[src/rtl/muldiv_pkg.sv]
// rtl/muldiv_pkg.sv - shared types and defaults for the multiply/divide arbiter
package muldiv_pkg;

    // Operation selector, matches the per-requester req_op bit.
    typedef enum logic {
        OP_MUL = 1'b0,
        OP_DIV = 1'b1
    } muldiv_op_t;

    // Arbiter control states.
    typedef enum logic [1:0] {
        IDLE = 2'd0,
        RUN  = 2'd1,
        DONE = 2'd2
    } muldiv_state_t;

    localparam int DEF_DATA_W = 16;

endpackage

[src/rtl/muldiv_engine.sv]
// rtl/muldiv_engine.sv - iterative shift-add multiplier / restoring divider
//
// Ports:
//   clk, rstn     clock, synchronous active-low reset
//   start         latch op/a/b and begin DATA_W iterations
//   op, a, b      operation and operands (A = multiplicand/dividend, B = multiplier/divisor)
//   done          high during the final iteration cycle
//   result        low product bits (MUL) or quotient (DIV); stable after done
//   dbz           DIV with B == 0
module muldiv_engine
    import muldiv_pkg::*;
#(
    parameter int DATA_W = DEF_DATA_W
) (
    input  logic              clk,
    input  logic              rstn,
    input  logic              start,
    input  muldiv_op_t        op,
    input  logic [DATA_W-1:0] a,
    input  logic [DATA_W-1:0] b,
    output logic              done,
    output logic [DATA_W-1:0] result,
    output logic              dbz
);

    localparam int CNT_W = (DATA_W > 1) ? $clog2(DATA_W) : 1;
    localparam logic [CNT_W-1:0] LAST_CNT = CNT_W'(DATA_W - 1);

    logic              r_run;
    logic [CNT_W-1:0]  r_cnt;
    muldiv_op_t        r_op;
    logic [DATA_W-1:0] r_a;
    logic [DATA_W-1:0] r_b;
    logic [DATA_W-1:0] r_acc;
    logic [DATA_W-1:0] r_rem;
    logic [DATA_W-1:0] r_q;

    logic [CNT_W-1:0]  w_bit_idx;
    logic [DATA_W-1:0] w_addend;
    logic [DATA_W:0]   w_rem_sh;
    logic              w_ge;
    logic [DATA_W-1:0] w_rem_sub;

    // Divider walks A from the MSB while the multiplier walks B from the LSB.
    assign w_bit_idx = LAST_CNT - r_cnt;
    assign w_addend  = r_b[r_cnt] ? (r_a << r_cnt) : '0;
    assign w_rem_sh  = {r_rem, r_a[w_bit_idx]};
    assign w_ge      = (w_rem_sh >= {1'b0, r_b});
    // When w_ge holds the true difference is below B, so the low bits suffice.
    assign w_rem_sub = w_rem_sh[DATA_W-1:0] - r_b;

    always_ff @(posedge clk) begin
        if (!rstn) begin
            r_run <= 1'b0;
            r_cnt <= '0;
            r_op  <= OP_MUL;
            r_a   <= '0;
            r_b   <= '0;
            r_acc <= '0;
            r_rem <= '0;
            r_q   <= '0;
        end else if (start) begin
            r_run <= 1'b1;
            r_cnt <= '0;
            r_op  <= op;
            r_a   <= a;
            r_b   <= b;
            r_acc <= '0;
            r_rem <= '0;
            r_q   <= '0;
        end else if (r_run) begin
            if (r_op == OP_MUL) begin
                r_acc <= r_acc + w_addend;
            end else begin
                // B == 0 always takes this branch, giving an all-ones quotient.
                if (w_ge) begin
                    r_rem          <= w_rem_sub;
                    r_q[w_bit_idx] <= 1'b1;
                end else begin
                    r_rem <= w_rem_sh[DATA_W-1:0];
                end
            end
            r_cnt <= r_cnt + 1'b1;
            if (r_cnt == LAST_CNT) begin
                r_run <= 1'b0;
            end
        end
    end

    assign done   = r_run && (r_cnt == LAST_CNT);
    assign result = (r_op == OP_DIV) ? r_q : r_acc;
    assign dbz    = (r_op == OP_DIV) && (r_b == '0);

endmodule

[src/rtl/muldiv_arbiter.sv]
// rtl/muldiv_arbiter.sv - round-robin arbiter in front of a shared multiply/divide engine
//
// Ports:
//   clk, rstn        clock, synchronous active-low reset
//   req_valid        per-requester request
//   req_op           per-requester op (0 = MUL, 1 = DIV)
//   req_a, req_b     packed operands, requester i at [i*DATA_W +: DATA_W]
//   req_ready        one-hot grant, combinational, only in IDLE
//   rsp_valid        one-hot one-cycle result pulse to the owner
//   rsp_result       result, meaningful while rsp_valid is non-zero
//   rsp_div_by_zero  DIV with B == 0, alongside rsp_valid
//   busy             high whenever not IDLE
module muldiv_arbiter
    import muldiv_pkg::*;
#(
    parameter int NUM_REQ = 2,
    parameter int DATA_W  = DEF_DATA_W
) (
    input  logic                      clk,
    input  logic                      rstn,
    input  logic [NUM_REQ-1:0]        req_valid,
    input  logic [NUM_REQ-1:0]        req_op,
    input  logic [NUM_REQ*DATA_W-1:0] req_a,
    input  logic [NUM_REQ*DATA_W-1:0] req_b,
    output logic [NUM_REQ-1:0]        req_ready,
    output logic [NUM_REQ-1:0]        rsp_valid,
    output logic [DATA_W-1:0]         rsp_result,
    output logic                      rsp_div_by_zero,
    output logic                      busy
);

    localparam int IDX_W = (NUM_REQ > 1) ? $clog2(NUM_REQ) : 1;
    localparam logic [IDX_W-1:0] LAST_IDX = IDX_W'(NUM_REQ - 1);

    muldiv_state_t     r_state;
    muldiv_state_t     w_state_nxt;
    logic [IDX_W-1:0]  r_last_grant;
    logic [IDX_W-1:0]  r_owner;

    logic [IDX_W-1:0]  w_cand;
    logic [IDX_W-1:0]  w_gidx;
    logic              w_any;
    logic              w_start;
    muldiv_op_t        w_op;
    logic [DATA_W-1:0] w_a;
    logic [DATA_W-1:0] w_b;
    logic              w_eng_done;
    logic [DATA_W-1:0] w_eng_result;
    logic              w_eng_dbz;

    function automatic logic [IDX_W-1:0] rr_next(input logic [IDX_W-1:0] idx);
        return (idx == LAST_IDX) ? '0 : idx + 1'b1;
    endfunction

    // Walk last_grant+1, +2, ... and take the first valid requester.
    always_comb begin
        w_any  = 1'b0;
        w_gidx = r_last_grant;
        w_cand = r_last_grant;
        for (int k = 0; k < NUM_REQ; k++) begin
            w_cand = rr_next(w_cand);
            if (!w_any && req_valid[w_cand]) begin
                w_any  = 1'b1;
                w_gidx = w_cand;
            end
        end
    end

    assign w_op = muldiv_op_t'(req_op[w_gidx]);
    assign w_a  = req_a[w_gidx*DATA_W +: DATA_W];
    assign w_b  = req_b[w_gidx*DATA_W +: DATA_W];

    always_ff @(posedge clk) begin
        if (!rstn) begin
            r_state      <= IDLE;
            r_last_grant <= LAST_IDX;
            r_owner      <= '0;
        end else begin
            r_state <= w_state_nxt;
            if (w_start) begin
                r_last_grant <= w_gidx;
                r_owner      <= w_gidx;
            end
        end
    end

    always_comb begin
        w_state_nxt     = r_state;
        w_start         = 1'b0;
        req_ready       = '0;
        rsp_valid       = '0;
        rsp_result      = '0;
        rsp_div_by_zero = 1'b0;
        busy            = 1'b0;
        case (r_state)
            IDLE: begin
                if (w_any) begin
                    w_start           = 1'b1;
                    req_ready[w_gidx] = 1'b1;
                    w_state_nxt       = RUN;
                end
            end
            RUN: begin
                busy = 1'b1;
                if (w_eng_done) begin
                    w_state_nxt = DONE;
                end
            end
            DONE: begin
                busy               = 1'b1;
                rsp_valid[r_owner] = 1'b1;
                rsp_result         = w_eng_result;
                rsp_div_by_zero    = w_eng_dbz;
                w_state_nxt        = IDLE;
            end
            default: begin
                w_state_nxt = IDLE;
            end
        endcase
        // Outputs are held at their reset values for as long as rstn is low.
        if (!rstn) begin
            w_start         = 1'b0;
            req_ready       = '0;
            rsp_valid       = '0;
            rsp_result      = '0;
            rsp_div_by_zero = 1'b0;
            busy            = 1'b0;
        end
    end

    muldiv_engine #(
        .DATA_W (DATA_W)
    ) u_engine (
        .clk    (clk),
        .rstn   (rstn),
        .start  (w_start),
        .op     (w_op),
        .a      (w_a),
        .b      (w_b),
        .done   (w_eng_done),
        .result (w_eng_result),
        .dbz    (w_eng_dbz)
    );

endmodule

[config.mk]
export PLATFORM = sky130hd
export DESIGN_NAME = muldiv_arbiter
export DESIGN_NICKNAME = d
export VERILOG_FILES = /design/src/rtl/muldiv_pkg.sv /design/src/rtl/muldiv_engine.sv /design/src/rtl/muldiv_arbiter.sv
export SDC_FILE = /design/constraint.sdc
export NUM_CORES = 1
export LEC_CHECK = 0
export BUFFER_PORTS_ARGS = -buffer_cell sky130_fd_sc_hd__buf_2
export CORE_ASPECT_RATIO = 1.1
export CORE_UTILIZATION = 40
export DETAILED_ROUTE_END_ITERATION = 12
export PLACE_DENSITY_LB_ADDON = 0.25
export RECOVER_POWER = 25
export SYNTH_ARGS = -nofsm -noshare
export SYNTH_HDL_FRONTEND = slang
export SYNTH_SLANG_ARGS = --single-unit
[constraint.sdc]
create_clock -name clk -period 4.6 [get_ports clk]
set_clock_uncertainty 0.1 [all_clocks]
set_input_delay 0.23 -clock clk [delete_from_list [all_inputs] [get_ports clk]]
set_output_delay 0.23 -clock clk [all_outputs]
set_load 0.01 [all_outputs]
; ---- Yosys cells after proc, flatten, opt, wreduce, memory -nomap -nowiden
; Index checks and enable logic that the tools add are counted.
; W data, S select, Z words.
[totals]
regBits = 90
input_bits = 70
out_inout_bits = 22
elab_cells = 98
[classes]
n_addsub = 6
reduce_logical = 15
bitwise = 3
n_lt_le_gt_ge = 10
n_eq_ne = 5
shifts = 3
mux = 45
[ops]
columns = cell, n
row1 = $mux W16, 5
row2 = $shiftx A32 B6 Y16, 2
row3 = $mux W1, 27
row4 = $ge A17 B16 Y1, 1
row5 = $add A16 B16 Y16, 1
row6 = $logic_not A16 Y1, 1
row7 = $or A16 B16 Y16, 1
row8 = $shl A16 B4 Y16, 1
row9 = $sub A16 B16 Y16, 1
row10 = $mux W2, 7
row11 = $lt A4 B5 Y1 const B, 2
row12 = $bmux W1 S4, 2
row13 = $lt A1 B2 Y1 const B, 4
row14 = $logic_and A1 B1 Y1, 6
row15 = $reduce_and A2 Y1, 3
row16 = $add A4 B1 Y4 const B, 1
row17 = $demux W1 S4, 1
row18 = $eq A4 B4 Y1 const B, 1
row19 = $ge A4 B1 Y1 const B, 1
row20 = $pmux W2 S2, 1
row21 = $reduce_or A2 Y1, 2
row22 = $sub A4 B4 Y4 const A, 1
row23 = $reduce_and A3 Y1, 1
row24 = $add A1 B1 Y1 const B, 2
row25 = other kinds (9), 12

; ---- Logic depth before layout (Yosys ltp)
; Gate-level depths: netlist (run 1).
[depth]
depth_word = 15
depth_mapped = 17
depth_no_buf = 15

; ---- Hierarchy
; A second synthesis (run 1) with hierarchy kept.
[hier_totals]
hier_cells = 751
area_unflattened_um2 = 6545.0
[by_module_without_submodules]
columns = module, area_each_um2, n_inst, cells_per_inst, seq_area_each_um2
row1 = muldiv_engine, 5734.2, 1, 659, 1721.7
row2 = muldiv_arbiter, 810.8, 1, 92, 80.1

; ---- Least setup slack after synthesis (run 1)
; No wires, ideal clock.
[synth_timing]
kind = register -> register
startpoint = register u_engine.r_cnt[1]
endpoint = register u_engine.r_acc[15]
stages_incl_launch_ff = 18
arrival_time_ps = 3428
slack_ps = 1002
required_ps = 4430
n_path_buf = 4
setup_ps = 70
synth_period_minus_slack_ps = 3598
cell_sequence = dfxtp_1 > buf_6 > buf_2 > clkbuf_1 > inv_1 > a31oi_1 > nand2_1 > o21ai_0 > nor2_1 > ha_1 > clkbuf_1 > nand2_1 > o21ai_1 > nand4_1 > nand3_1 > a21oi_1 > or4_1 > a21oi_1
[synth_between]
elab_chain_len = 4
word_cells_on_any_way = 5
cone_classes = add/sub (1) / shift (1) / mux (3)
[synth_rtl]
columns = item, line
row1 = "start, declared", muldiv_engine.sv:30  ; logic [CNT_W-1:0] r_cnt;
row2 = "start signal, assigned", muldiv_engine.sv:83  ; r_cnt <= r_cnt + 1'b1;
row3 = $bmux W1 S4, muldiv_engine.sv:46  ; assign w_addend = r_b[r_cnt] ? (r_a << r_cnt) : '0;
row4 = $mux W1 (not written as such), muldiv_engine.sv:46
row5 = $mux W16 *, muldiv_engine.sv:46
row6 = $add A16 B16 Y16 *, muldiv_engine.sv:73  ; r_acc <= r_acc + w_addend;
row7 = "end signal, assigned", muldiv_engine.sv:73
row8 = "end, declared", muldiv_engine.sv:34  ; logic [DATA_W-1:0] r_acc;
; Mark *: on every way between the ends. The rest lies on a longest branch, timed or not. The select of a mux whose other input is x is not followed.
; A chain may end at the register's enable or synchronous reset.

; ---- Worst setup path after layout (run 1)
[layout_timing]
startpoint = register u_engine.r_cnt[1]
endpoint = register u_engine.r_rem[12]
[layout_between]
elab_chain_len = 5
word_cells_on_any_way = 6
cone_classes = add/sub (2) / order compare (1) / mux (3)
[layout_rtl]
columns = item, line
row1 = $sub A4 B4 Y4 *, muldiv_engine.sv:45  ; assign w_bit_idx = LAST_CNT - r_cnt;
row2 = $bmux W1 S4 *, muldiv_engine.sv:47  ; assign w_rem_sh = {r_rem, r_a[w_bit_idx]};
row3 = $mux W1 (not written as such) *, muldiv_engine.sv:47
row4 = $sub A16 B16 Y16 or $ge A17 B16 Y1 (tied branches), "muldiv_engine.sv:50, muldiv_engine.sv:48"
row5 = $mux W16 *, muldiv_engine.sv:76  ; if (w_ge) begin
row6 = "end signal, assigned", muldiv_engine.sv:77  ; r_rem <= w_rem_sub;
row7 = "end signal, assigned", muldiv_engine.sv:80  ; r_rem <= w_rem_sh[DATA_W-1:0];
row8 = "end, declared", muldiv_engine.sv:35  ; logic [DATA_W-1:0] r_rem;
; Marks and branches as above.

==> results of run 1 <==
## critical path, stage by stage (launching register included)
cell	delay [ps]
sky130_fd_sc_hd__dfxtp_1	320
sky130_fd_sc_hd__buf_4	210
sky130_fd_sc_hd__mux4_1	560
sky130_fd_sc_hd__mux2i_1	210
sky130_fd_sc_hd__mux2_4	220
sky130_fd_sc_hd__ha_1	160
sky130_fd_sc_hd__inv_1	50
sky130_fd_sc_hd__fa_1	420
sky130_fd_sc_hd__a211oi_1	280
sky130_fd_sc_hd__o21bai_1	170
sky130_fd_sc_hd__nor4_1	470
sky130_fd_sc_hd__o31ai_1	120
sky130_fd_sc_hd__a21oi_1	200
sky130_fd_sc_hd__xnor2_1	90
sky130_fd_sc_hd__a31o_1	220
## routing by layer
metal	vias up	part of all wire, %
met4	0	1.6
met2	160	44
met3	15	3.8
li1	3057	-
met1	2755	51
met5	-	0
## placed cells by master (no fill, tap or decap), drive strengths merged, types with 5 or more instances in the layout
cell / instances
a211oi: 16
a21o: 14
a21oi: 47
a311oi: 7
a31oi: 21
and3: 7
buf: 99
clkbuf: 15
dfxtp: 90
ha: 40
inv: 31
mux2: 5
mux2i: 64
mux4: 12
nand2: 98
nand3: 22
nand4: 8
nor2: 102
nor2b: 12
nor3: 11
o211a: 33
o21a: 8
o21ai: 26
o31ai: 5
or3: 5
xnor2: 12
## logic make-up (layout without fill, tap and decap cells)
group / count (synthesis) / in the layout / synth area share [%]
AND/OR/NAND/NOR: 284 / 284 / 19.2
AO/OA/AOI/OAI: 210 / 210 / 22.9
flip-flops: 90 / 90 / 27.6
buffers and inverters: 82 / 149 / 4.94
multiplexers: 81 / 81 / 15.2
adder cells (fa/ha/maj): 42 / 42 / 8.27
XOR/XNOR: 15 / 15 / 2.01
## state kept, by name, summed over array words and instances (netlist names), 2 cells and up
register and flops:
u_engine.r_a 16, r_state 2, u_engine.r_b 16, u_engine.r_q 16
u_engine.r_rem 16, u_engine.r_acc 16, u_engine.r_cnt 4
## power groups by stage
stage / logic [mW] / clock network (mW) / registers (mW)
after floorplan: 1.32 / 0 / 1.01
after global placement: 1.63 / 0 / 1.11
after detailed placement: 1.63 / 0 / 1.12
after CTS: 1.63 / 0.678 / 1.10
after global routing: 1.83 / 0.703 / 1.12
final: 1.63 / 0.662 / 1.10
## metrics by stage
| step | hold slack [ps] | instance area (um2) |
|---|---|---|
| after floorplan | 337 | 6540 |
| after global placement | 346 | 7140 |
| after detailed placement | 358 | 7140 |
| after CTS | 120 | 7400 |
| after global routing | 148 | 7380 |
| final | 129 | 7380 |
## worst min-delay path by stage
stage,start,to,slack [ps]
final,req_b[25],u_engine.r_b[9]$_SDFFE_PN0P_,130
after global routing,req_a[13],u_engine.r_a[13]$_SDFFE_PN0P_,150
after CTS,req_b[25],u_engine.r_b[9]$_SDFFE_PN0P_,120
after global placement,u_engine.r_q[15]$_SDFFE_PP0P_,u_engine.r_q[15]$_SDFFE_PP0P_,350
after detailed placement,u_engine.r_q[15]$_SDFFE_PP0P_,u_engine.r_q[15]$_SDFFE_PP0P_,360
after floorplan,u_engine.r_q[0]$_SDFFE_PP0P_,u_engine.r_q[0]$_SDFFE_PP0P_,340
## area by class of cell
cell class                 count  area (um2)  area share, %
multi-input combinational    632        4420           59.9
sequential                    90        1800           24.4
timing repair buffer         102         532           7.20
tap                          200         250           3.39
clock buffer                  12         236           3.20
inverter                      32         120           1.63
clock inverter                 3        17.5          0.237
==> summary.txt, run 1 <==
====================================================================================
FF-to-FF setup slack ..................................................       690 ps
Fraction of final layout cells sized beyond drive strength 1 ..........        15.7%
Slew at the pin closest to its max-slew limit .........................      2560 ps
Crit Path Class ....................................................... flip-flop to flip-flop
Ranking of synthesized cells by instance count ........................ sky130_fd_sc_hd__nor2_1 (101), sky130_fd_sc_hd__nand2_1 (97), sky130_fd_sc_hd__dfxtp_1 (90), sky130_fd_sc_hd__mux2i_1 (63), sky130_fd_sc_hd__a21oi_1 (47)
Quantity of gates resized following cts ...............................            0
CTS sink count ........................................................           90
Buffer type at the clock tree root .................................... sky130_fd_sc_hd__clkbuf_16
Commonest register cell after synthesis ............................... sky130_fd_sc_hd__dfxtp_1
Fraction of power spent switching nets ................................        42.1%
Register area share after synthesis ...................................        27.6%
Synth Cell Area .......................................................     6540 um2
Async set-or-reset flop fraction in the synthesized netlist ...........           0%
Remaining Overflow, GRT ...............................................            0
Number of vias per cell after detailed routing ........................         5.59
Number of clock buffers inserted by TritonCTS .........................            9
Internal power ........................................................      1.97 mW
Most Crowded Layer GR .................................................         met2
Relative contribution of the clock network to total power .............        19.5%
Instance count along the most critical hold path ......................            4
Initial Util ..........................................................        41.2%
Wire length of the first global-routing pass ..........................     27600 um
Detailed Route WL .....................................................     16900 um
CP max FO .............................................................           13
Violated checks ....................................................... capacitance limit, slew limit
Max-cap violation count ...............................................            1
H-tree Lvls ...........................................................            3
Total track usage .....................................................        21.0%
Critical path endpoint ................................................ u_engine.r_rem[12]$_SDFFE_PP0P_
Number of buffers inserted for hold repair after clock tree synthesis .            0
Peak supply drop ......................................................     0.239 mV
Overall die area ......................................................    16900 um2
Later-pin clock latency in the skew report ............................       350 ps
Number of max-slew violations in the final report .....................           71
Share of the synthesized area in the top cell type ....................        27.6%
Number of rows created at floorplan ...................................           48
Crit. End Element .....................................................    flip-flop
Fin worst setup slack .................................................       687 ps
Routability congestion estimate .......................................        0.890
Reg2Reg Depth .........................................................           14
Total Negative Setup Slacks ...........................................         0 ps
Library cell with the highest instance count after synthesis .......... sky130_fd_sc_hd__nor2_1
Total inserted antenna cells ..........................................            0
Total setup violations reported at the end of the flow ................            0
RSZ-0062 raised after global routing ..................................        false
Drc violations ........................................................            0
Reg-to-reg critical path endpoint ..................................... u_engine.r_rem[12]$_SDFFE_PP0P_
Die width .............................................................       124 um
Met2 Usage GRT ........................................................        31.5%
Signal arrival time at the worst endpoint .............................      4050 ps
Met1 capacity usage during global routing .............................        30.7%
Post-DP HPWL ..........................................................     12700 um
Synth area leader ..................................................... sky130_fd_sc_hd__dfxtp_1
Initial antenna violation count .......................................            0
Clock Path Buffers ....................................................            2
Share of the clock period used by the worst path ......................        85.1%
Static Leak ...........................................................      3.31 nW
Switching Power .......................................................      1.43 mW
Pre-CTS setup slack ...................................................       727 ps
Power Total ...........................................................      3.40 mW
Number of routed nets with antenna violations .........................            0
Unique masters post-synth .............................................           67
Worst Setup SP ........................................................ u_engine.r_cnt[1]$_SDFFE_PP0P_
Average wire per cell in the routed design ............................      15.8 um
Number of nets produced by synthesis ..................................          916
Count of port buffers added during placement ..........................           91
Number of instances in the synthesized netlist ........................          804
CTS tree ..............................................................          yes
Final critical-path required period ...................................      3910 ps
Kind of start point of the critical path ..............................    flip-flop
Non-Filler Instances ..................................................         1071
Maximum number of pins on one net before global-route repair ..........           71
Power density over the cells ..........................................   460 nW/um2
Y dimension of the die ................................................       136 um
Nets@finish ...........................................................          979
Combinational group share of total power ..............................        48.1%
Worst rel slew slack ..................................................       -70.9%
Postcts setup bufs ....................................................            0
Synth-to-layout area growth ...........................................        13.0%
Total via count after detailed routing ................................         5987
Fill cell instance count of the final layout ..........................         1632
Met3 Track Usage GR ...................................................        2.18%
Layout Utilization ....................................................        46.6%
Detailed-router iteration count before antenna repair .................            7
Vias in the first global route ........................................         5457
I/O pin count .........................................................           92
Cell types with the largest area share after synthesis ................ sky130_fd_sc_hd__dfxtp_1 (28%), sky130_fd_sc_hd__mux2i_1 (9.6%), sky130_fd_sc_hd__ha_1 (7.7%)
Flip-flop and latch count after synthesis .............................           90
Run status ............................................................ complete, but fails checks
Max frequency .........................................................    0.256 GHz
Total of warnings raised by yosys .....................................            0
Data required time at the worst endpoint ..............................      4740 ps
Hold Violations, Final ................................................            0
Core Box Area .........................................................    15900 um2
Clk slew on worst S/H paths ...........................................        60 ps
Number of synthesized flops with an enable pin ........................            0
FF-to-FF Start ........................................................ u_engine.r_cnt[1]$_SDFFE_PP0P_
Class of the tightest hold or removal check ........................... input pin to flip-flop
Placed cells ..........................................................         1056
Portion of total power attributed to sequential cells .................        32.4%
Initial DRC count .....................................................          491
Avg Cell Area, Syn ....................................................     8.13 um2
====================================================================================
Power figures use the tool's default switching activity.
==> run 2: changes to the inputs <==
==> constraint.sdc (replaced) <==
create_clock -name clk -period 4.6 [get_ports clk]
set_clock_uncertainty 0.1 [all_clocks]
set_input_delay 0.46 -clock clk [delete_from_list [all_inputs] [get_ports clk]]
set_output_delay 0.46 -clock clk [all_outputs]
set_load 0.01 [all_outputs]
==> run 2 against run 1 <==
Against the previous run: the run still ends with capacitance limit, slew limit left; sequential share of layout area about the same; non-clock buffer count unchanged; critical endpoint is now u_engine.r_rem[14]$_SDFFE_PP0P_; critical path type unchanged; via count increased by 1.7%; largest power group unchanged; die area did not move.
==> summary.txt, run 2 (synthesis results as in run 1) <==
====================================================================================
Buffer type at the clock tree root .................................... sky130_fd_sc_hd__clkbuf_16
Total Negative Setup Slacks ...........................................         0 ps   unchanged
Reg-to-reg critical path endpoint ..................................... u_engine.r_rem[14]$_SDFFE_PP0P_
Vias in the first global route ........................................         5442   -0.27%
Later-pin clock latency in the skew report ............................       340 ps   about the same
CTS sink count ........................................................           90   unchanged
Data required time at the worst endpoint ..............................      4700 ps   -40 ps
Max frequency .........................................................    0.253 GHz   -1.1%
Number of vias per cell after detailed routing ........................         5.68   +1.7%
FF-to-FF Start ........................................................ u_engine.r_cnt[1]$_SDFFE_PP0P_
Postcts setup bufs ....................................................            0   unchanged
Highest signal layer in the routed design .............................         met4
Kind of start point of the critical path ..............................    flip-flop
Fin worst setup slack .................................................       644 ps   -43.0 ps
Core Box Area .........................................................    15900 um2   unchanged
Number of max-slew violations in the final report .....................           58   -18%
Pre-CTS setup slack ...................................................       697 ps   -29.9 ps
Signal arrival time at the worst endpoint .............................      4050 ps   about the same
Worst rel slew slack ..................................................       -59.2%   +12 points
WL met1 ...............................................................      8600 um   -0.10%
Initial DRC count .....................................................          445   -9.4%
Area of the multi-input gates .........................................     4410 um2   -0.31%
Post-DP HPWL ..........................................................     12800 um   +1.2%
Slew at the pin closest to its max-slew limit .........................      2360 ps   -200 ps
Number of rows created at floorplan ...................................           48   unchanged
Power density over the cells ..........................................   464 nW/um2   +0.81%
CTS tree ..............................................................          yes
Number of routed nets with antenna violations .........................            0   unchanged
Hold Violations, Final ................................................            0   unchanged
Initial Util ..........................................................        41.2%   unchanged
Run status ............................................................ complete, but fails checks
Crit Path Class ....................................................... flip-flop to flip-flop
Routability congestion estimate .......................................        0.892   +0.27%
Y dimension of the die ................................................       136 um   unchanged
Overall die area ......................................................    16900 um2   unchanged
Most common cell after layout, fill and taps aside .................... sky130_fd_sc_hd__nor2_1
Peak supply drop ......................................................     0.263 mV   +9.7%
Routed length on met2 .................................................      7450 um   +1.1%
H-tree Lvls ...........................................................            3   unchanged
Drc violations ........................................................            0   unchanged
Static Leak ...........................................................      3.32 nW   +0.21%
Total inserted antenna cells ..........................................            0   unchanged
Reg2Reg Depth .........................................................           14   unchanged
Final critical-path required period ...................................      3960 ps   +43.0 ps
Placed inst area ......................................................     7140 um2   unchanged
Crit. End Element .....................................................    flip-flop
Quantity of gates resized following cts ...............................            0   unchanged
Wire length of the first global-routing pass ..........................     28000 um   +1.5%
Maximum number of pins on one net before global-route repair ..........           71   unchanged
Max-cap violation count ...............................................            2   +1
Initial antenna violation count .......................................            0   unchanged
I/O pin count .........................................................           92   unchanged
Clock Path Buffers ....................................................            2   unchanged
Count of port buffers added during placement ..........................           91   unchanged
Total track usage .....................................................        21.2%   +0.22 points
Fill cell instance count of the final layout ..........................         1657   +1.5%
Worst Hold Slack ......................................................       337 ps   +208 ps
Power Total ...........................................................      3.43 mW   +0.88%
Nets@finish ...........................................................          979   unchanged
Total via count after detailed routing ................................         6088   +1.7%
Area taken by flip-flops and latches ..................................     1800 um2   unchanged
Share of the clock period used by the worst path ......................        86.0%   +0.94 points
Detailed-router iteration count before antenna repair .................            5   -2
Total setup violations reported at the end of the flow ................            0   unchanged
Number of buffers inserted for hold repair after clock tree synthesis .            0   unchanged
Met3 wire length ......................................................       762 um   +20%
Synth-to-layout area growth ...........................................        13.0%   about the same
Worst Setup SP ........................................................ u_engine.r_cnt[1]$_SDFFE_PP0P_
Number of clock buffers inserted by TritonCTS .........................            9   unchanged
Remaining Overflow, GRT ...............................................            0   unchanged
RSZ-0062 raised after global routing ..................................        false
Violated checks ....................................................... capacitance limit, slew limit
FF-to-FF setup slack ..................................................       640 ps   -40 ps
CP max FO .............................................................           13   unchanged
Critical path endpoint ................................................ u_engine.r_rem[14]$_SDFFE_PP0P_
Fraction of final layout cells sized beyond drive strength 1 ..........        15.6%   -0.11 points
Commonest cells after routing, fill and taps aside .................... sky130_fd_sc_hd__nor2_1 (101), sky130_fd_sc_hd__nand2_1 (97), sky130_fd_sc_hd__dfxtp_1 (90)
Die width .............................................................       124 um   unchanged
Clk slew on worst S/H paths ...........................................        60 ps   about the same
Post-Layout Inst Area .................................................     7390 um2   about the same
Class of the tightest hold or removal check ........................... input pin to flip-flop
Detailed Route WL .....................................................     17100 um   +1.2%
Startpoint of the tightest hold check path ............................         rstn
Average wire per cell in the routed design ............................      16.0 um   +1.2%
====================================================================================
run 2: cell types whose count changed in the layout (fill, tap and decap cells not counted), sizes merged:
cell	delta
clkbuf	+1
clkinv	-1
run 2: through the flow:
step	utilization (%)	std cells
floorplan	-	804
global placement	45.0	1056
detailed placement	45.0	1056
CTS	46.8	1071
global route	46.6	1071
finish	46.6	1071
run 2: worst min path at each step:
stage | endpoint | slack [ps] | cells after the start
3_5_place_dp | u_engine.r_q[15]$_SDFFE_PP0P_ | 360 | 2
3_3_place_gp | u_engine.r_q[15]$_SDFFE_PP0P_ | 350 | 2
5_1_grt | u_engine.r_b[15]$_SDFFE_PN0P_ | 340 | 2
4_1_cts | u_engine.r_b[15]$_SDFFE_PN0P_ | 330 | 2
6_report | u_engine.r_b[0]$_SDFFE_PN0P_ | 340 | 2
2_1_floorplan | u_engine.r_q[0]$_SDFFE_PP0P_ | 340 | 2
run 2: layout make-up:
cell class | count | area share (%)
Clock inverter | 2 | 0.169
Multi-Input combinational cell | 632 | 59.7
Timing Repair Buffer | 102 | 7.20
Clock buffer | 13 | 3.52
Sequential cell | 90 | 24.4
Tap cell | 200 | 3.39
Inverter | 32 | 1.63
run 2: layer usage:
layer | track usage, % | vias to the layer above
met5 | 0 | -
met4 | 6.69 | 0
met3 | 2.81 | 22
met2 | 32.2 | 193
met1 | 30.8 | 2820
li1 | - | 3053
run 2: worst max-delay path, stage by stage (launching register included):
cell                       delay [ps]
sky130_fd_sc_hd__dfxtp_1          320
sky130_fd_sc_hd__buf_4            210
sky130_fd_sc_hd__mux4_1           560
sky130_fd_sc_hd__mux2i_1          220
sky130_fd_sc_hd__mux2_4           220
sky130_fd_sc_hd__ha_1             160
sky130_fd_sc_hd__inv_1             50
sky130_fd_sc_hd__fa_1             420
sky130_fd_sc_hd__a211oi_1         280
sky130_fd_sc_hd__o21bai_1         190
sky130_fd_sc_hd__nor4_1           470
sky130_fd_sc_hd__nor3_1            90
sky130_fd_sc_hd__o22ai_1          230
sky130_fd_sc_hd__mux2i_1          210
sky130_fd_sc_hd__a21oi_1           80
run 2: power breakdown:
group          internal, mW  leakage, nW  switching [mW]
registers             0.911        0.735           0.195
clock network         0.392        0.132           0.297
logic                 0.686         2.45           0.948
total                  1.99         3.32            1.44
==> run 3: changes to the inputs <==
--- a/config.mk
+++ b/config.mk
@@ -5,12 +5,15 @@
 export SDC_FILE = /design/constraint.sdc
 export NUM_CORES = 1
 export LEC_CHECK = 0
+export ABC_AREA = 1
 export BUFFER_PORTS_ARGS = -buffer_cell sky130_fd_sc_hd__buf_2
 export CORE_ASPECT_RATIO = 1.1
 export CORE_UTILIZATION = 40
+export CTS_BUF_LIST = sky130_fd_sc_hd__clkbuf_2
 export DETAILED_ROUTE_END_ITERATION = 12
 export PLACE_DENSITY_LB_ADDON = 0.25
 export RECOVER_POWER = 25
 export SYNTH_ARGS = -nofsm -noshare
 export SYNTH_HDL_FRONTEND = slang
 export SYNTH_SLANG_ARGS = --single-unit
+export TNS_END_PERCENT = 100
==> run 3 against run 2 <==
Against the previous run: the flow still finishes with violations (capacitance limit, slew limit); largest power group unchanged; first-iteration DRC count rose by 17%; largest cell class unchanged; synthesized cell count rose by 30%; sequential share of layout area fell by 0.94 points; critical path type is now flip-flop to primary output; setup slack improved by 230 ps; final area rose by 4.0%; non-clock buffer count rose by 46; clock power fell by 42%; clock-buffer cell count fell by 1; routed wire length rose by 12%; highest routed layer unchanged.
==> summary.txt, run 3 <==
===========================================================================
Commonest register cell after synthesis ...................... sky130_fd_sc_hd__dfxtp_1
Signal arrival time at the worst endpoint ....................      3170 ps   -880 ps
RSZ-0062 raised after global routing .........................        false
Static Leak ..................................................      3.60 nW   +8.3%
Overall die area .............................................    16900 um2   +0.15%
Share of the clock period used by the worst path .............        81.1%   -4.9 points
Y dimension of the die .......................................       136 um   about the same
H-tree Lvls ..................................................            3   unchanged
Worst rel slew slack .........................................       -15.9%   +43 points
Total setup violations reported at the end of the flow .......            0   unchanged
Startpoint of the tightest hold check path ...................    req_b[16]
Number of nets produced by synthesis .........................         1158   +26%
Reg2Reg Depth ................................................           10   -4
I/O pin count ................................................           92   unchanged
Register area share after synthesis ..........................        27.5%   -0.042 points
CTS tree .....................................................          yes
Initial DRC count ............................................          520   +17%
Commonest cells after routing, fill and taps aside ........... sky130_fd_sc_hd__nand2_1 (285), sky130_fd_sc_hd__inv_1 (146), sky130_fd_sc_hd__a21oi_1 (103)
Peak supply drop .............................................     0.367 mV   +40%
Hold Violations, Final .......................................            0   unchanged
Class of the tightest hold or removal check .................. input pin to flip-flop
Max frequency ................................................    0.268 GHz   +6.1%
FF-to-FF setup slack .........................................       970 ps   +330 ps
Crit. End Element ............................................ primary output
CTS sink count ...............................................           90   unchanged
Number of vias per cell after detailed routing ...............         5.10   -10%
Synth-to-layout area growth ..................................        17.4%
Total via count after detailed routing .......................         6978   +15%
Destination of the worst hold path ........................... u_engine.r_b[0]$_SDFFE_PN0P_
Kind of start point of the critical path .....................    flip-flop
Remaining Overflow, GRT ......................................            0   unchanged
Drc violations ...............................................            0   unchanged
Data required time at the worst endpoint .....................      4040 ps   -660 ps
Vias in the first global route ...............................         6280   +15%
Library cell with the highest instance count after synthesis . sky130_fd_sc_hd__nand2_1
Slew at the pin closest to its max-slew limit ................      1740 ps   -627 ps
Share of the synthesized area in the top cell type ...........        27.5%   -0.042 points
Worst Hold Slack .............................................      39.0 ps   -298 ps
Fill cell instance count of the final layout .................         1736   +4.8%
Flip-flop and latch count after synthesis ....................           90   unchanged
Number of routed nets with antenna violations ................            0   unchanged
Power density over the cells .................................   445 nW/um2   -4.1%
Count of port buffers added during placement .................           91   unchanged
Async set-or-reset flop fraction in the synthesized netlist ..           0%   unchanged
Detailed-router iteration count before antenna repair ........            5   unchanged
Quantity of gates resized following cts ......................            0   unchanged
Later-pin clock latency in the skew report ...................       590 ps   +250 ps
Total track usage ............................................        23.8%   +2.5 points
Avg Cell Area, Syn ...........................................     6.26 um2   -23%
Reg-to-reg critical path endpoint ............................ u_engine.r_a[11]$_SDFFE_PN0P_
Maximum number of pins on one net before global-route repair .           51   -28%
Initial Util .................................................        41.3%   +0.063 points
Number of clock buffers inserted by TritonCTS ................            9   unchanged
Post-DP HPWL .................................................     14100 um   +9.8%
CP max FO ....................................................           35   +22
Wire length of the first global-routing pass .................     31400 um   +12%
Average wire per cell in the routed design ...................      14.0 um   -12%
Detailed Route WL ............................................     19200 um   +12%
Cell types with the largest area share after synthesis ....... sky130_fd_sc_hd__dfxtp_1 (28%), sky130_fd_sc_hd__nand2_1 (16%), sky130_fd_sc_hd__inv_1 (8.3%)
Routability congestion estimate ..............................        0.927   +3.9%
Nets@finish ..................................................         1275   +30%
Violated checks .............................................. capacitance limit, slew limit
Clock Path Buffers ...........................................            2   unchanged
Final critical-path required period ..........................      3730 ps   -227 ps
Initial antenna violation count ..............................            1   +1
Clk slew on worst S/H paths ..................................       220 ps   +160 ps
Total of warnings raised by yosys ............................            0   unchanged
Die width ....................................................       124 um   about the same
FF-to-FF Start ............................................... r_state[1]$_SDFFE_PN0P_
Ranking of synthesized cells by instance count ............... sky130_fd_sc_hd__nand2_1 (285), sky130_fd_sc_hd__inv_1 (145), sky130_fd_sc_hd__a21oi_1 (103), sky130_fd_sc_hd__dfxtp_1 (90), sky130_fd_sc_hd__nor2_1 (72)
Number of rows created at floorplan ..........................           48   unchanged
Synth area leader ............................................ sky130_fd_sc_hd__dfxtp_1
Crit Path Class .............................................. flip-flop to primary output
Number of synthesized flops with an enable pin ...............            0   unchanged
Instance count along the most critical hold path .............            3   +1
Unique masters post-synth ....................................           45   -33%
Number of max-slew violations in the final report ............           51   -12%
Fraction of final layout cells sized beyond drive strength 1 .        10.3%   -5.3 points
Buffer type at the clock tree root ........................... sky130_fd_sc_hd__clkbuf_2
Run status ................................................... complete, but fails checks
Number of instances in the synthesized netlist ...............         1046   +30%
Synth Cell Area ..............................................     6550 um2   +0.15%
Max-cap violation count ......................................            1   -1
Most common cell after layout, fill and taps aside ........... sky130_fd_sc_hd__nand2_1
Core Box Area ................................................    15900 um2   unchanged
Total Negative Setup Slacks ..................................         0 ps   unchanged
===========================================================================
run 3: changes by cell type after synthesis, moves of 36 or more:
cell | before | now
sky130_fd_sc_hd__nand3_1 | 22 | 67
sky130_fd_sc_hd__nand2_1 | 97 | 285
sky130_fd_sc_hd__mux2i_1 | 63 | 0
sky130_fd_sc_hd__inv_1 | 30 | 145
sky130_fd_sc_hd__a21oi_1 | 47 | 103
sky130_fd_sc_hd__o21ai_0 | 19 | 55
run 3: layout make-up:
type | instances | area, um2 | share of cell area [%]
Sequential cell | 90 | 1800 | 23.4
Clock inverter | 3 | 41.3 | 0.537
Antenna cell | 1 | 2.50 | 0.0326
Tap cell | 200 | 250 | 3.26
Multi-Input combinational cell | 764 | 3960 | 51.6
Clock buffer | 12 | 60.1 | 0.782
Timing Repair Buffer | 148 | 996 | 13.0
Inverter | 150 | 568 | 7.39
run 3: layer usage:
| layer | vias to the layer above | GRT usage [%] | part of all wire [%] |
|---|---|---|---|
| li1 | 3649 | - | - |
| met1 | 3134 | 35.1 | 51 |
| met2 | 181 | 36.4 | 44 |
| met3 | 14 | 2.27 | 4.2 |
| met4 | 0 | 6.55 | 1.1 |
| met5 | - | 0 | 0 |
run 3: cells by family (layout without fill, tap and decap cells):
kind of cell,count (synthesis),after routing,share of synthesized area (%)
flops,90,90,27.5
buf+inv,192,313,11.9
fa+ha+maj,42,42,8.26
xor+xnor,18,18,2.41
compound gates,222,222,18.5
simple gates,482,482,31.4
other cells,0,1,0
run 3: critical path: stages (launching register included):
cell,delay [ps]
sky130_fd_sc_hd__dfxtp_1,370
sky130_fd_sc_hd__inv_1,140
sky130_fd_sc_hd__ha_1,200
sky130_fd_sc_hd__inv_1,50
sky130_fd_sc_hd__nor2_1,280
sky130_fd_sc_hd__nand2_2,490
sky130_fd_sc_hd__nor2_2,800
sky130_fd_sc_hd__buf_2,260
run 3: worst max path at each step:
stage                     cells past startpoint                           start                              end  slack [ps]
after floorplan                              22  u_engine.r_cnt[0]$_SDFFE_PP0P_   u_engine.r_rem[6]$_SDFFE_PP0P_        1930
after global placement                       19  u_engine.r_cnt[1]$_SDFFE_PP0P_  u_engine.r_acc[15]$_SDFFE_PP0P_        1320
after detailed placement                     20  u_engine.r_cnt[0]$_SDFFE_PP0P_  u_engine.r_acc[15]$_SDFFE_PP0P_        1270
after CTS                                     7         r_state[1]$_SDFFE_PN0P_                     req_ready[0]         820
after global routing                          7         r_state[1]$_SDFFE_PN0P_                     req_ready[0]         590
final                                         7         r_state[1]$_SDFFE_PN0P_                     req_ready[0]         870
run 3: what timing repair did:
item,4_1_cts,5_1_grt
hold endpoints to repair,30,0
hold buffers,53,0
setup buffers,0,0
run 3: power by group:
group	total, mW	leakage (nW)	internal (mW)	switching (mW)
logic	2.01	2.80	0.663	1.35
registers	1.00	0.731	0.898	0.106
clock network	0.403	0.0657	0.127	0.275
run 3: through the flow:
step / cell area [um2] / std cells / setup WS [ps] / total power, mW / util (%)
after CTS: 7700 / 1367 / 818 / 3.41 / 48.6
after global placement: 7070 / 1299 / 1320 / 2.93 / 44.6
after floorplan: 6550 / 1046 / 1930 / 2.57 / -
after detailed placement: 7070 / 1299 / 1270 / 2.93 / 44.6
final: 7680 / 1368 / 871 / 3.42 / 48.5
after global routing: 7680 / 1368 / 595 / 3.74 / 48.5
